`src/rtl/io_display_pkg.sv`:
```
// Shared types and constants for the decimal seven-segment display block.
// dd_adjust is the shift-and-add-3 correction step used by the binary-to-BCD engine.
package io_display_pkg;

    typedef enum logic [1:0] {
        IDLE = 2'd0,
        CONV = 2'd1,
        UPD  = 2'd2
    } state_t;

    localparam int unsigned DIGITS    = 6;
    localparam int unsigned CONV_BITS = 20;
    localparam int unsigned BCD_BITS  = 4 * DIGITS;
    localparam logic [31:0] OVF_LIMIT = 32'd1_000_000;

    localparam logic [6:0] SEG_BLANK = 7'b1111111;
    localparam logic [6:0] SEG_DASH  = 7'b0111111;
    localparam logic [6:0] SEG_ZERO  = 7'b1000000;

    function automatic logic [BCD_BITS-1:0] dd_adjust(input logic [BCD_BITS-1:0] bcd);
        logic [BCD_BITS-1:0] r;
        r = bcd;
        for (int unsigned i = 0; i < DIGITS; i++) begin
            if (r[4*i +: 4] >= 4'd5) begin
                r[4*i +: 4] = r[4*i +: 4] + 4'd3;
            end
        end
        return r;
    endfunction

endpackage

```
`src/rtl/io_hex_display_if.sv`:
```
// Bundle between a CPU output port (master) and the hex display block (slave).
interface io_hex_display_if;

    logic [31:0] value;
    logic [6:0]  hex0;
    logic [6:0]  hex1;
    logic [6:0]  hex2;
    logic [6:0]  hex3;
    logic [6:0]  hex4;
    logic [6:0]  hex5;
    logic        busy;
    logic        ovf;

    modport master (
        output value,
        input  hex0, hex1, hex2, hex3, hex4, hex5, busy, ovf
    );

    modport slave (
        input  value,
        output hex0, hex1, hex2, hex3, hex4, hex5, busy, ovf
    );

endinterface

```
`src/rtl/io_hex_display_seg7_decode.sv`:
```
// Combinational BCD digit to active-low segment pattern {g,f,e,d,c,b,a}.
// Non-decimal codes never occur from the converter; they render blank.
module seg7_decode
    import io_display_pkg::*;
(
    input  logic [3:0] digit_i,
    output logic [6:0] seg_o
);

    always_comb begin
        seg_o = SEG_BLANK;
        case (digit_i)
            4'd0:    seg_o = 7'b1000000;
            4'd1:    seg_o = 7'b1111001;
            4'd2:    seg_o = 7'b0100100;
            4'd3:    seg_o = 7'b0110000;
            4'd4:    seg_o = 7'b0011001;
            4'd5:    seg_o = 7'b0010010;
            4'd6:    seg_o = 7'b0000010;
            4'd7:    seg_o = 7'b1111000;
            4'd8:    seg_o = 7'b0000000;
            4'd9:    seg_o = 7'b0010000;
            default: seg_o = SEG_BLANK;
        endcase
    end

endmodule

```
`src/rtl/io_hex_display.sv`:
```
// Shows a 32-bit CPU output value in decimal on six digits, converting with a
// one-bit-per-clock double-dabble engine and updating all digits together.
module io_hex_display
    import io_display_pkg::*;
#(
    parameter bit BLANK_LEADING = 1'b1
) (
    input  logic        clock,
    input  logic        resetn,
    io_hex_display_if.slave bus
);

    localparam logic [6:0] SEG_LEAD = BLANK_LEADING ? SEG_BLANK : SEG_ZERO;
    localparam logic [DIGITS-1:0][6:0] HEX_RST = {{(DIGITS-1){SEG_LEAD}}, SEG_ZERO};

    state_t                    state_q, state_d;
    logic [31:0]               last_q, last_d;
    logic [31:0]               cap_q, cap_d;
    logic [CONV_BITS-1:0]      shadow_q, shadow_d;
    logic [BCD_BITS-1:0]       bcd_q, bcd_d, bcd_adj;
    logic [4:0]                cnt_q, cnt_d;
    logic                      povf_q, povf_d;
    logic                      ovf_q, ovf_d;
    logic [DIGITS-1:0][6:0]    hex_q, hex_d;
    logic [DIGITS-1:0][6:0]    dec;
    logic [DIGITS-1:0][6:0]    disp;
    logic                      lead;
    int unsigned               idx;

    for (genvar g = 0; g < DIGITS; g++) begin : g_dec
        seg7_decode u_dec (
            .digit_i (bcd_q[4*g +: 4]),
            .seg_o   (dec[g])
        );
    end

    assign bcd_adj = dd_adjust(bcd_q);

    // Walk from the top digit down; blanking stops at the first nonzero digit.
    always_comb begin
        disp = dec;
        lead = BLANK_LEADING;
        idx  = 0;
        for (int unsigned i = 0; i < DIGITS - 1; i++) begin
            idx = DIGITS - 1 - i;
            if (bcd_q[4*idx +: 4] != 4'd0) begin
                lead = 1'b0;
            end
            if (lead) begin
                disp[idx] = SEG_BLANK;
            end
        end
    end

    always_comb begin
        state_d  = state_q;
        last_d   = last_q;
        cap_d    = cap_q;
        shadow_d = shadow_q;
        bcd_d    = bcd_q;
        cnt_d    = cnt_q;
        povf_d   = povf_q;
        ovf_d    = ovf_q;
        hex_d    = hex_q;
        case (state_q)
            IDLE: begin
                if (bus.value != last_q) begin
                    cap_d = bus.value;
                    if (bus.value >= OVF_LIMIT) begin
                        povf_d  = 1'b1;
                        state_d = UPD;
                    end else begin
                        povf_d   = 1'b0;
                        shadow_d = bus.value[CONV_BITS-1:0];
                        bcd_d    = '0;
                        cnt_d    = '0;
                        state_d  = CONV;
                    end
                end
            end
            CONV: begin
                {bcd_d, shadow_d} = {bcd_adj, shadow_q} << 1;
                cnt_d = cnt_q + 5'd1;
                if (cnt_q == 5'(CONV_BITS - 1)) begin
                    state_d = UPD;
                end
            end
            UPD: begin
                hex_d   = povf_q ? {DIGITS{SEG_DASH}} : disp;
                last_d  = cap_q;
                ovf_d   = povf_q;
                state_d = IDLE;
            end
            default: state_d = IDLE;
        endcase
    end

    always_ff @(posedge clock) begin
        if (!resetn) begin
            state_q  <= IDLE;
            last_q   <= '0;
            cap_q    <= '0;
            shadow_q <= '0;
            bcd_q    <= '0;
            cnt_q    <= '0;
            povf_q   <= 1'b0;
            ovf_q    <= 1'b0;
            hex_q    <= HEX_RST;
        end else begin
            state_q  <= state_d;
            last_q   <= last_d;
            cap_q    <= cap_d;
            shadow_q <= shadow_d;
            bcd_q    <= bcd_d;
            cnt_q    <= cnt_d;
            povf_q   <= povf_d;
            ovf_q    <= ovf_d;
            hex_q    <= hex_d;
        end
    end

    assign bus.hex0 = hex_q[0];
    assign bus.hex1 = hex_q[1];
    assign bus.hex2 = hex_q[2];
    assign bus.hex3 = hex_q[3];
    assign bus.hex4 = hex_q[4];
    assign bus.hex5 = hex_q[5];
    assign bus.busy = (state_q != IDLE);
    assign bus.ovf  = ovf_q;

endmodule

```
`src/flat_wrapper.sv`:
```
// flat-port wrapper written by rule: the top's interface ports become plain ports
module io_hex_display_flat import io_display_pkg::*;
#(
    parameter bit BLANK_LEADING = 1'b1
)
  (clock, resetn, bus_value, bus_hex0, bus_hex1, bus_hex2, bus_hex3, bus_hex4, bus_hex5, bus_busy, bus_ovf);
  io_hex_display_if bus_i ();
  input  logic clock;
  input  logic resetn;
  input wire logic [$bits(bus_i.value)-1:0] bus_value;
  output wire logic [$bits(bus_i.hex0)-1:0] bus_hex0;
  output wire logic [$bits(bus_i.hex1)-1:0] bus_hex1;
  output wire logic [$bits(bus_i.hex2)-1:0] bus_hex2;
  output wire logic [$bits(bus_i.hex3)-1:0] bus_hex3;
  output wire logic [$bits(bus_i.hex4)-1:0] bus_hex4;
  output wire logic [$bits(bus_i.hex5)-1:0] bus_hex5;
  output wire logic [$bits(bus_i.busy)-1:0] bus_busy;
  output wire logic [$bits(bus_i.ovf)-1:0] bus_ovf;
  assign bus_i.value = bus_value;
  assign bus_hex0 = bus_i.hex0;
  assign bus_hex1 = bus_i.hex1;
  assign bus_hex2 = bus_i.hex2;
  assign bus_hex3 = bus_i.hex3;
  assign bus_hex4 = bus_i.hex4;
  assign bus_hex5 = bus_i.hex5;
  assign bus_busy = bus_i.busy;
  assign bus_ovf = bus_i.ovf;
  io_hex_display #(.BLANK_LEADING(BLANK_LEADING)) u_core (.clock(clock), .resetn(resetn), .bus(bus_i));
endmodule
```
`config.mk`:
```
export PLATFORM = sky130hd
export DESIGN_NAME = io_hex_display_flat
export DESIGN_NICKNAME = d
export VERILOG_FILES = /design/src/rtl/io_display_pkg.sv /design/src/rtl/io_hex_display_if.sv /design/src/rtl/io_hex_display_seg7_decode.sv /design/src/rtl/io_hex_display.sv /design/src/flat_wrapper.sv
export SDC_FILE = /design/constraint.sdc
export NUM_CORES = 1
export LEC_CHECK = 0
export BUFFER_PORTS_ARGS = -buffer_cell sky130_fd_sc_hd__buf_2
export CORE_AREA = 4 4 100 173
export CTS_CLUSTER_SIZE = 8
export DETAILED_ROUTE_END_ITERATION = 16
export DIE_AREA = 0 0 104 177
export PLACE_DENSITY = 0.74
export RECOVER_POWER = 100
export SLEW_MARGIN = 25
export SYNTH_ARGS = -nofsm -noshare
export SYNTH_HDL_FRONTEND = slang
export SYNTH_SLANG_ARGS = --single-unit
```
`constraint.sdc`:
```
create_clock -name clock -period 3.7 [get_ports clock]
set_input_delay 0.74 -clock clock [delete_from_list [all_inputs] [get_ports clock]]
set_output_delay 0.74 -clock clock [all_outputs]
set_load 0.03 [all_outputs]
```
==> results of run 1 <==
## kinds of logic after synthesis
kind of cell	synth area share, %
compound gates	17.1
xor+xnor	4.22
buf+inv	5.12
flops	43.1
simple gates	17.9
fa+ha+maj	6.30
mux	6.33
## placed cells by master (no fill, tap or decap), types with 4 or more instances in the layout
cell	synthesis	final
a21o_1	6	6
a21oi_1	75	76
xor2_1	36	36
ha_1	47	47
nor4_1	11	11
and3_1	6	6
nor3_1	29	29
a31oi_1	4	4
a22oi_1	4	4
dfxtp_1	201	201
nand2_1	157	158
nor4_2	3	4
a211oi_1	14	15
nand2b_1	16	16
o221ai_1	6	8
o21ai_0	21	22
nor3b_1	4	4
inv_1	51	50
or3_1	11	11
clkbuf_16	0	29
mux2i_1	53	53
or2_2	6	6
xnor2_1	9	9
buf_2	8	33
o31ai_1	4	5
o211ai_1	4	4
nor2_1	86	83
a311oi_1	20	20
clkbuf_1	49	62
buf_4	0	20
nor4b_1	4	4
o22ai_1	35	35
## routing by layer
| metal | up-vias | share of wire [%] | global-route usage [%] |
|---|---|---|---|
| met3 | 63 | 3.5 | 2.88 |
| met4 | 0 | 4.2 | 12.0 |
| met5 | - | 0 | 0 |
| met2 | 170 | 54 | 48.5 |
| met1 | 3699 | 39 | 25.8 |
| li1 | 3811 | - | - |
## worst max-delay path: cells and delay by family (launching register included)
kind	cells	cell delay (ps)
buffers and inverters	1	380
and+or+nand+nor	2	610
muxes	1	340
DFF	1	500
AOI/OAI and AO/OA	4	1380
## worst max path at each step
stage                 startpoint                        endpoint  slack, ps  depth (start not counted)
2_1_floorplan      bus_value[18]  u_core.g_dec[3].u_dec.seg_o[5]        530                         10
3_3_place_gp        bus_value[7]  u_core.g_dec[0].u_dec.seg_o[6]          8                         11
3_5_place_dp        bus_value[9]  u_core.g_dec[0].u_dec.seg_o[6]         10                         11
4_1_cts             bus_value[7]  u_core.g_dec[0].u_dec.seg_o[6]        500                         11
5_1_grt            bus_value[10]  u_core.g_dec[1].u_dec.seg_o[6]        130                         10
6_report       u_core.state_q[1]  u_core.g_dec[3].u_dec.seg_o[5]        390                          8
## registers in the layout, indices dropped and copies added (netlist names), 2 cells and up
signal	flops
u_core.bcd_q	24
u_core.bus.hex0	7
u_core.bus.hex1	7
u_core.bus.hex2	7
u_core.bus.hex3	7
u_core.bus.hex4	7
u_core.bus.hex5	7
u_core.cap_q	32
u_core.cnt_q	5
u_core.g_dec.u_dec.seg_o	42
u_core.last_q	32
u_core.shadow_q	20
u_core.state_q	2
## power groups by stage
stage	Clock [mW]	Sequential [mW]	Combinational, mW
after global routing	2.34	2.31	0.475
after floorplan	0	2.35	0.273
after CTS	2.27	2.30	0.445
final	2.23	2.30	0.428
after global placement	0	2.34	0.437
after detailed placement	0	2.34	0.443
## final cells by class
type                    count  area [um2]  area share (%)
clock buffers              30         729            6.91
clock inverters             1        8.76          0.0829
multi-input cells         734        4800            45.4
well taps                 189         236            2.24
inverters                  54         206            1.95
flip-flops and latches    201        4020            38.1
repair buffers            117         559            5.30
## stage by stage
step	worst slack [ps]	total power [mW]	util [%]	instances	hold WS, ps
floorplan	531	2.63	-	1053	418
global placement	7.82	2.78	63.1	1295	422
detailed placement	11.7	2.79	63.1	1295	430
CTS	502	5.02	67.8	1326	442
global route	132	5.13	66.5	1326	456
finish	391	4.96	66.5	1326	439
==> run metrics, run 1 <==
failing checks=max-capacitance violations, max-slew violations; DRC=0; P per Cell Area=470 nW/um2; status=finished with violations; unrepaired setup endpoints after global routing=no; Tcrit/Tclk final=slightly below 90%; antenna violations before repair=0; internal reg-to-reg setup slack=~390 ps; Worst path max stage delay=510 ps; Area contributors post-synth=dfxtp_1 (43%), nand2_1 (6.3%), ha_1 (6.3%); area share of the leading cell type in the synthesized netlist=between 40% and 50%; syn_area_per_cell=8.87 um2; first-pass detailed-route iteration total=4; CTS Root Cell=clkbuf_16; FMAX=between 0.3 and 0.4 GHz; IO buf count=77; Startpoint Class=flip-flop; worst path cell trace=or2_0, a41oi_1, o31a_1, clkbuf_1, or3_1, o221a_1, mux2_4, a21oi_2; Top-Level Pins=78; YS warnings=0; endpoints failing setup=0; DP Area=10000 um2; Critical Path AT=3760 ps; wire length per cell after detailed routing=17.2 um; synthesized flop and latch total=201; most numerous cell in the Yosys netlist=dfxtp_1; Lkg Pwr=4.33 nW; Die X-Extent=approximately 100 um; clock-pin slew on the worst setup and hold paths=about 50 ps; hpwl dp=roughly 16 mm; H-tree levels=1; number of flops mapped to enable cells by yosys=0; Worst Tran Pin Value=1570 ps; sequential-to-total area share from yosys stat=43.1%; CTS max path bufs=3; area of the die=18400 um2; via count=roughly 7700; row cnt=61; Synth area leader=dfxtp_1; clk_lat worst skew=520 ps; post-detailed-route count of antenna-violating nets=0; P_sw=1.21 mW; final wirelength=approximately 23 mm; Final Wtd Congestion=0.880; switch share=around 24%; CTS buffer count=29; total track usage=24.7%; CTS Sinks=about 200; r2r startpoint=u_core.state_q[1]; die height=approximately 180 um; Critical-path top delay cell=o31a_1; Hold Path Stages=2; Total Negative Setup Slacks=0 ps; Reg power frac=46.4%; commonest cells in the netlist=dfxtp_1 (201), nand2_1 (157), nor2_1 (86); Reg2Reg Depth=8; CORE AREA=15900 um2; maximum vdd drop=0.000471 V; Layout area overhead=13.1%; Yosys cell types=73; vias in the first global route=8099; Int Pwr=3.75 mW; Post-Syn Nets=1134; hold_buf cts=0; wire length of the first global-routing pass=38.0 mm; crit-path max FO=16; fillcell total=1362; Synth Instances=between 1000 and 1500; Resized Gates After CTS=0; Worst EP required=4150 ps; Initial Util=58.8%; vias per inst=5.84; async set-or-reset flop fraction in the synthesized netlist=0%; CTS tree=yes; Hold WC Path Type=flip-flop to flip-flop; ANT cells=0; fraction of layout cells with a size suffix above 1=10.7%; Main synth FF type=dfxtp_1; reg2reg end=u_core.g_dec[3].u_dec.seg_o[5]; Crit. End Element=flip-flop; nets=1218; Clk network pwr share=around 45%; Hold Path Sink=u_core.bus.hex5[0]; Hold Crit Start=u_core.g_dec[5].u_dec.seg_o[0]; crit path time final=3310 ps; max_slew headroom=-4.67%; max-slew violation count=just over 70; remaining global-route overflow=0; max-cap violation count=1; Syn Std Cell Area=between 9000 and 10000 um2; initial DRC count=392; Gate power share=8.6%; CP Class=flip-flop to flip-flop; Layout Skew=13.3 ps; Hold Fails Final Rpt=0; largest net degree at the start of global routing=71; Final Instance Area=between 10000 and 15000 um2; setup bufs post-CTS=0
No activity file was read; power rests on OpenSTA's default activity.
==> inputs of run 2 (changes only) <==
- CORE_AREA: 4 4 100 173 -> 4 4 109 188
- DIE_AREA: 0 0 104 177 -> 0 0 113 192
- PLACE_DENSITY: 0.74 -> 0.64
==> run metrics, run 2 (same netlist as run 1, synthesis figures left out) <==
post-detailed-route count of antenna-violating nets=0 (unchanged); wire length per cell after detailed routing=16.8 um (was 17.2 um); CTS Root Cell=clkbuf_16 (unchanged); unrepaired setup endpoints after global routing=no (unchanged); Worst path max stage delay=770 ps (was 510 ps); Tcrit/Tclk final=92.8% (was 89.4%); CORE AREA=19000 um2 (was 15900 um2); Gate power share=8.8% (was 8.6%); P per Cell Area=468 nW/um2 (was 470 nW/um2); Resized Gates After CTS=0 (unchanged); largest net degree at the start of global routing=93 (was 71); Worst EP required=4140 ps (was 4150 ps); H-tree levels=1 (unchanged); ANT cells=0 (unchanged); first-pass detailed-route iteration total=5 (was 4); Die X-Extent=113 um (was 104 um); Pwr Total=4.98 mW (was 4.96 mW); crit path time final=3430 ps (was 3310 ps); CTS Sinks=201 (unchanged); nets=1219 (was 1218); hold_buf cts=0 (unchanged); vias in the first global route=7749 (was 8099); Worst Tran Pin Value=1370 ps (was 1570 ps); Initial Util=49.1% (was 58.8%); worst path buffer plus inverter count=2 (was 1); DRC=0 (unchanged); most common cell after layout, fill and taps aside=dfxtp_1 (unchanged); Startpoint Class=primary input (was flip-flop); CTS max path bufs=3 (unchanged); Top-Level Pins=78 (unchanged); maximum vdd drop=0.000340 V (was 0.000471 V); max-cap violation count=0 (was 1); Layout area overhead=14.0% (was 13.1%); Layout Skew=20.7 ps (was 13.3 ps); status=complete, no violations (was finished with violations); Clk network pwr share=45.0% (was 44.9%); Lkg Pwr=4.34 nW (was 4.33 nW); CP Class=primary input to flip-flop (was flip-flop to flip-flop); die height=192 um (was 177 um); IO buf count=77 (unchanged); Critical Path AT=3870 ps (was 3760 ps); endpoints failing setup=0 (unchanged); FMAX=0.291 GHz (was 0.302 GHz); clk_lat worst skew=520 ps (about the same); initial DRC count=498 (was 392); CTS tree=yes (unchanged); Final Instance Area=10600 um2 (about the same); Min Hold Slack=442 ps (was 439 ps); Crit path top cell by count=a21oi_1; cell family with most CP delay=simple AND/OR/NAND/NOR gates (was compound AO/OA/AOI/OAI gates); CTS buffer count=29 (unchanged); DP Area=10100 um2 (was 10000 um2); Final Wtd Congestion=0.871 (was 0.880); remaining global-route overflow=0 (unchanged); antenna violations before repair=0 (unchanged); Int Pwr=3.76 mW (was 3.75 mW); Largest register FFs=42 (unchanged); row cnt=67 (was 61); clock-pin slew on the worst setup and hold paths=50 ps (about the same); final wirelength=23.2 mm (was 22.8 mm); fillcell total=1816 (was 1362); Hold WC Path Type=flip-flop to flip-flop (unchanged); Reg power frac=46.1% (was 46.4%); wire length of the first global-routing pass=38.2 mm (was 38.0 mm); setup bufs post-CTS=0 (unchanged); total track usage=21.4% (was 24.7%); max-slew violation count=0 (was 71); Critical-path top delay cell=a21oi_1 (was o31a_1); via count=7674 (was 7743); fraction of layout cells with a size suffix above 1=10.5% (was 10.7%); Crit. End Element=flip-flop (unchanged); crit-path max FO=9 (was 16); worst path cell trace=buf_2, xor2_1, nor4_1, nand4_1, or3_1, clkbuf_1, a21oi_1, mux2_2, a21oi_1 (was or2_0, a41oi_1, o31a_1, clkbuf_1, or3_1, o221a_1, mux2_4, a21oi_2); Hold Fails Final Rpt=0 (unchanged); P_sw=1.22 mW (was 1.21 mW); hpwl dp=16.2 mm (was 15.7 mm); area of the die=21700 um2 (was 18400 um2); switch share=24.5% (was 24.4%); commonest non-fill, non-tap cells in the layout=dfxtp_1 (201), nand2_1 (158), nor2_1 (84), a21oi_1 (77), clkbuf_1 (62) (was dfxtp_1 (201), nand2_1 (158), nor2_1 (83), a21oi_1 (76), clkbuf_1 (62)); max_slew headroom=8.79% (was -4.67%); vias per inst=5.56 (was 5.84)
-- run 2: changes by cell type in the layout (fill, tap and decap cells not counted), sizes merged --
cell | before | now
inv | 53 | 54
buf | 53 | 55
clkbuf | 94 | 93
-- run 2: power by group through the flow --
stage / Clock (mW) / Combinational [mW] / Sequential (mW)
after floorplan: 0 / 0.273 / 2.35
after global placement: 0 / 0.454 / 2.34
after detailed placement: 0 / 0.457 / 2.34
after CTS: 2.30 / 0.460 / 2.30
after global routing: 2.39 / 0.484 / 2.30
final: 2.24 / 0.439 / 2.30
-- run 2: final cells by class --
cell class | count | area (um2) | area share (%)
Inverter | 54 | 206 | 1.94
Clock inverter | 2 | 17.5 | 0.165
Timing Repair Buffer | 118 | 569 | 5.35
Multi-Input combinational cell | 734 | 4800 | 45.1
Clock buffer | 30 | 729 | 6.85
Tap cell | 241 | 302 | 2.83
Sequential cell | 201 | 4020 | 37.8
-- run 2: tightest hold or removal path: stages (launching register included) --
cell and delay [ps]:
dfxtp_1 300, o22ai_1 50, nand2_1 60
-- run 2: metal layers --
metal,part of all wire (%),wire length (um),up-vias,global-route usage (%)
met5,0,0,-,0
met4,4.3,1000,0,9.76
met3,3.6,833,58,2.84
met2,53,12300,150,40.2
met1,39,9070,3661,23.4
li1,-,-,3805,-
-- run 2: metrics by stage --
stage | std cells | util, % | setup slack, ps | setup TNS, ps
3_5_place_dp | 1348 | 53.1 | -31.8 | -31.8
4_1_cts | 1380 | 57.0 | 486 | 0
3_3_place_gp | 1348 | 53.1 | -11.4 | -11.4
6_report | 1380 | 55.9 | 266 | 0
5_1_grt | 1380 | 55.9 | 172 | 0
2_1_floorplan | 1053 | - | 531 | 0
-- run 2: path summary, 6_finish.rpt --
path / from / endpoint / slack, ps / depth (start not counted)
setup / recovery: bus_value[9] / u_core.g_dec[1].u_dec.seg_o[4] / 270 / 9
hold / removal: u_core.g_dec[5].u_dec.seg_o[5] / u_core.bus.hex5[5] / 440 / 2
setup reg to reg: u_core.last_q[9] / u_core.g_dec[1].u_dec.seg_o[4] / 350 / 8
hold reg to reg: u_core.g_dec[5].u_dec.seg_o[5] / u_core.bus.hex5[5] / 440 / 2
==> inputs of run 3 (changes only) <==
- CELL_PAD_IN_SITES_DETAIL_PLACEMENT: unset -> 1
- CELL_PAD_IN_SITES_GLOBAL_PLACEMENT: unset -> 1
- CORE_AREA: 4 4 109 188 -> 4 4 114 198
- DIE_AREA: 0 0 113 192 -> 0 0 118 202
- PLACE_DENSITY: 0.64 -> 0.74
==> run metrics, run 3 (same netlist as run 1, synthesis figures left out) <==
status=finished with violations (was complete, no violations); failing checks=max-capacitance violations, max-slew violations; Reg power frac=46.0% (was 46.1%); Gate power share=9.0% (was 8.8%); DP Area=10200 um2 (was 10100 um2); Worst path max stage delay=730 ps (was 770 ps); Resized Gates After CTS=0 (unchanged); FMAX=0.296 GHz (was 0.291 GHz); P_sw=1.25 mW (was 1.22 mW); via count=7907 (was 7674); area of the multi-input gates=4780 um2 (was 4800 um2); final wirelength=26.9 mm (was 23.2 mm); setup bufs post-CTS=0 (unchanged); worst path cell trace=clkbuf_1, xor2_1, nor4_1, nand4_1, clkbuf_1, or3_1, buf_4, a21oi_1, mux2_2, a21oi_1 (was buf_2, xor2_1, nor4_1, nand4_1, or3_1, clkbuf_1, a21oi_1, mux2_2, a21oi_1); wire length per cell after detailed routing=19.1 um (was 16.8 um); Total Negative Setup Slacks=0 ps (unchanged); max_slew headroom=-23.2% (was 8.79%); max-cap violation count=1 (was 0); vias in the first global route=8673 (was 7749); endpoints failing setup=0 (unchanged); Final Wtd Congestion=0.836 (was 0.871); unrepaired setup endpoints after global routing=no (unchanged); Critical Path AT=3840 ps (was 3870 ps); nets=1232 (was 1219); Clk network pwr share=45.0% (about the same); fillcell total=2510 (was 1816); die height=202 um (was 192 um); hold_buf cts=0 (unchanged); CTS Sinks=201 (unchanged); max-slew violation count=20 (was 0); Tcrit/Tclk final=91.4% (was 92.8%); wire length of the first global-routing pass=44.5 mm (was 38.2 mm); CTS buffer count=29 (unchanged); row cnt=70 (was 67); commonest non-fill, non-tap cells in the layout=dfxtp_1 (201), nand2_1 (158), nor2_1 (85), a21oi_1 (78), clkbuf_1 (65) (was dfxtp_1 (201), nand2_1 (158), nor2_1 (84), a21oi_1 (77), clkbuf_1 (62)); post-detailed-route count of antenna-violating nets=0 (unchanged); Top-Level Pins=78 (unchanged); Die X-Extent=118 um (was 113 um); CTS max path bufs=3 (unchanged); Critical-path top delay cell=a21oi_1 (unchanged); Lkg Pwr=4.39 nW (was 4.34 nW); Largest register FFs=42 (unchanged); CTS Root Cell=clkbuf_16 (unchanged); total track usage=22.6% (was 21.4%); H-tree levels=1 (unchanged); initial DRC count=355 (was 498); crit-path max FO=9 (unchanged); Hold WC Path Type=flip-flop to flip-flop (unchanged); Int Pwr=3.76 mW (about the same); first-pass detailed-route iteration total=5 (unchanged); Hold Fails Final Rpt=0 (unchanged); vias per inst=5.64 (was 5.56); CP Class=primary input to flip-flop (unchanged); clock-pin slew on the worst setup and hold paths=50 ps (about the same); Final Instance Area=10700 um2 (was 10600 um2); crit path time final=3380 ps (was 3430 ps); Initial Util=44.8% (was 49.1%); CTS tree=yes (unchanged); largest net degree at the start of global routing=49 (was 93); hpwl dp=19.2 mm (was 16.2 mm); IO buf count=77 (unchanged); CORE AREA=20800 um2 (was 19000 um2); maximum vdd drop=0.000263 V (was 0.000340 V); sequential cell area=4020 um2 (unchanged); Worst Tran Pin Value=1840 ps (was 1370 ps); Startpoint Class=primary input (unchanged); clk_lat worst skew=530 ps (was 520 ps); most common cell after layout, fill and taps aside=dfxtp_1 (unchanged); DRC=0 (unchanged); switch share=24.9% (was 24.5%); antenna violations before repair=0 (unchanged); Pwr Total=5.01 mW (was 4.98 mW); fraction of layout cells with a size suffix above 1=11.1% (was 10.5%); Crit. End Element=flip-flop (unchanged); Worst EP required=4150 ps (was 4140 ps); remaining global-route overflow=0 (unchanged); P per Cell Area=467 nW/um2 (was 468 nW/um2); area of the die=23800 um2 (was 21700 um2); ANT cells=0 (unchanged); Layout area overhead=15.1% (was 14.0%); Layout Skew=19.4 ps (was 20.7 ps)
## run 3: changes by cell type in the layout (fill, tap and decap cells not counted), moves of 2 or more
cell      before  now
buf_12         0    2
a31o_1         2    0
buf_2         33   31
clkbuf_1      62   65
buf_4         22   32
a31o_2         0    2
## run 3: layout make-up
class                      instances  share of cell area, %
tap                              252                   2.93
multi-input combinational        734                   44.4
timing repair buffer             131                   6.38
clock buffer                      30                   6.79
inverter                          54                   1.92
sequential                       201                   37.4
clock inverter                     1                 0.0815
## run 3: worst max-delay path: cells and delay by family
kind | cells | cell delay, ps
mux | 1 | 410
simple gates | 3 | 1020
buf+inv | 3 | 670
compound gates | 2 | 860
xor+xnor | 1 | 130
## run 3: routing by layer
metal | global-route usage (%) | vias up | part of all wire [%]
li1 | - | 3824 | -
met2 | 46.2 | 136 | 57
met4 | 8.01 | 0 | 3.1
met5 | 0 | - | 0
met3 | 3.05 | 64 | 3.0
met1 | 22.7 | 3883 | 37
## run 3: worst paths after layout
check	cells after the start	startpoint	slack, ps	to
setup / recovery	10	bus_value[7]	320	u_core.g_dec[1].u_dec.seg_o[4]
hold / removal	2	u_core.g_dec[4].u_dec.seg_o[4]	440	u_core.bus.hex4[4]
setup reg to reg	7	u_core.state_q[1]	420	u_core.g_dec[1].u_dec.seg_o[4]
hold reg to reg	2	u_core.g_dec[4].u_dec.seg_o[4]	440	u_core.bus.hex4[4]
## run 3: per-stage QoR
| stage | util [%] | setup WS (ps) | instances | hold slack, ps |
|---|---|---|---|---|
| final | 51.5 | 317 | 1403 | 439 |
| after global routing | 51.5 | 132 | 1403 | 454 |
| after CTS | 52.6 | 494 | 1403 | 444 |
| after detailed placement | 49.0 | 94.5 | 1372 | 431 |
| after global placement | 49.0 | 132 | 1372 | 421 |
| after floorplan | - | 531 | 1053 | 418 |
## run 3: power by group through the flow
stage / Sequential [mW] / Clock, mW / Combinational (mW)
final: 2.31 / 2.25 / 0.453
after global routing: 2.31 / 2.41 / 0.499
after CTS: 2.30 / 2.31 / 0.477
after detailed placement: 2.35 / 0 / 0.472
after global placement: 2.34 / 0 / 0.463
after floorplan: 2.35 / 0 / 0.273
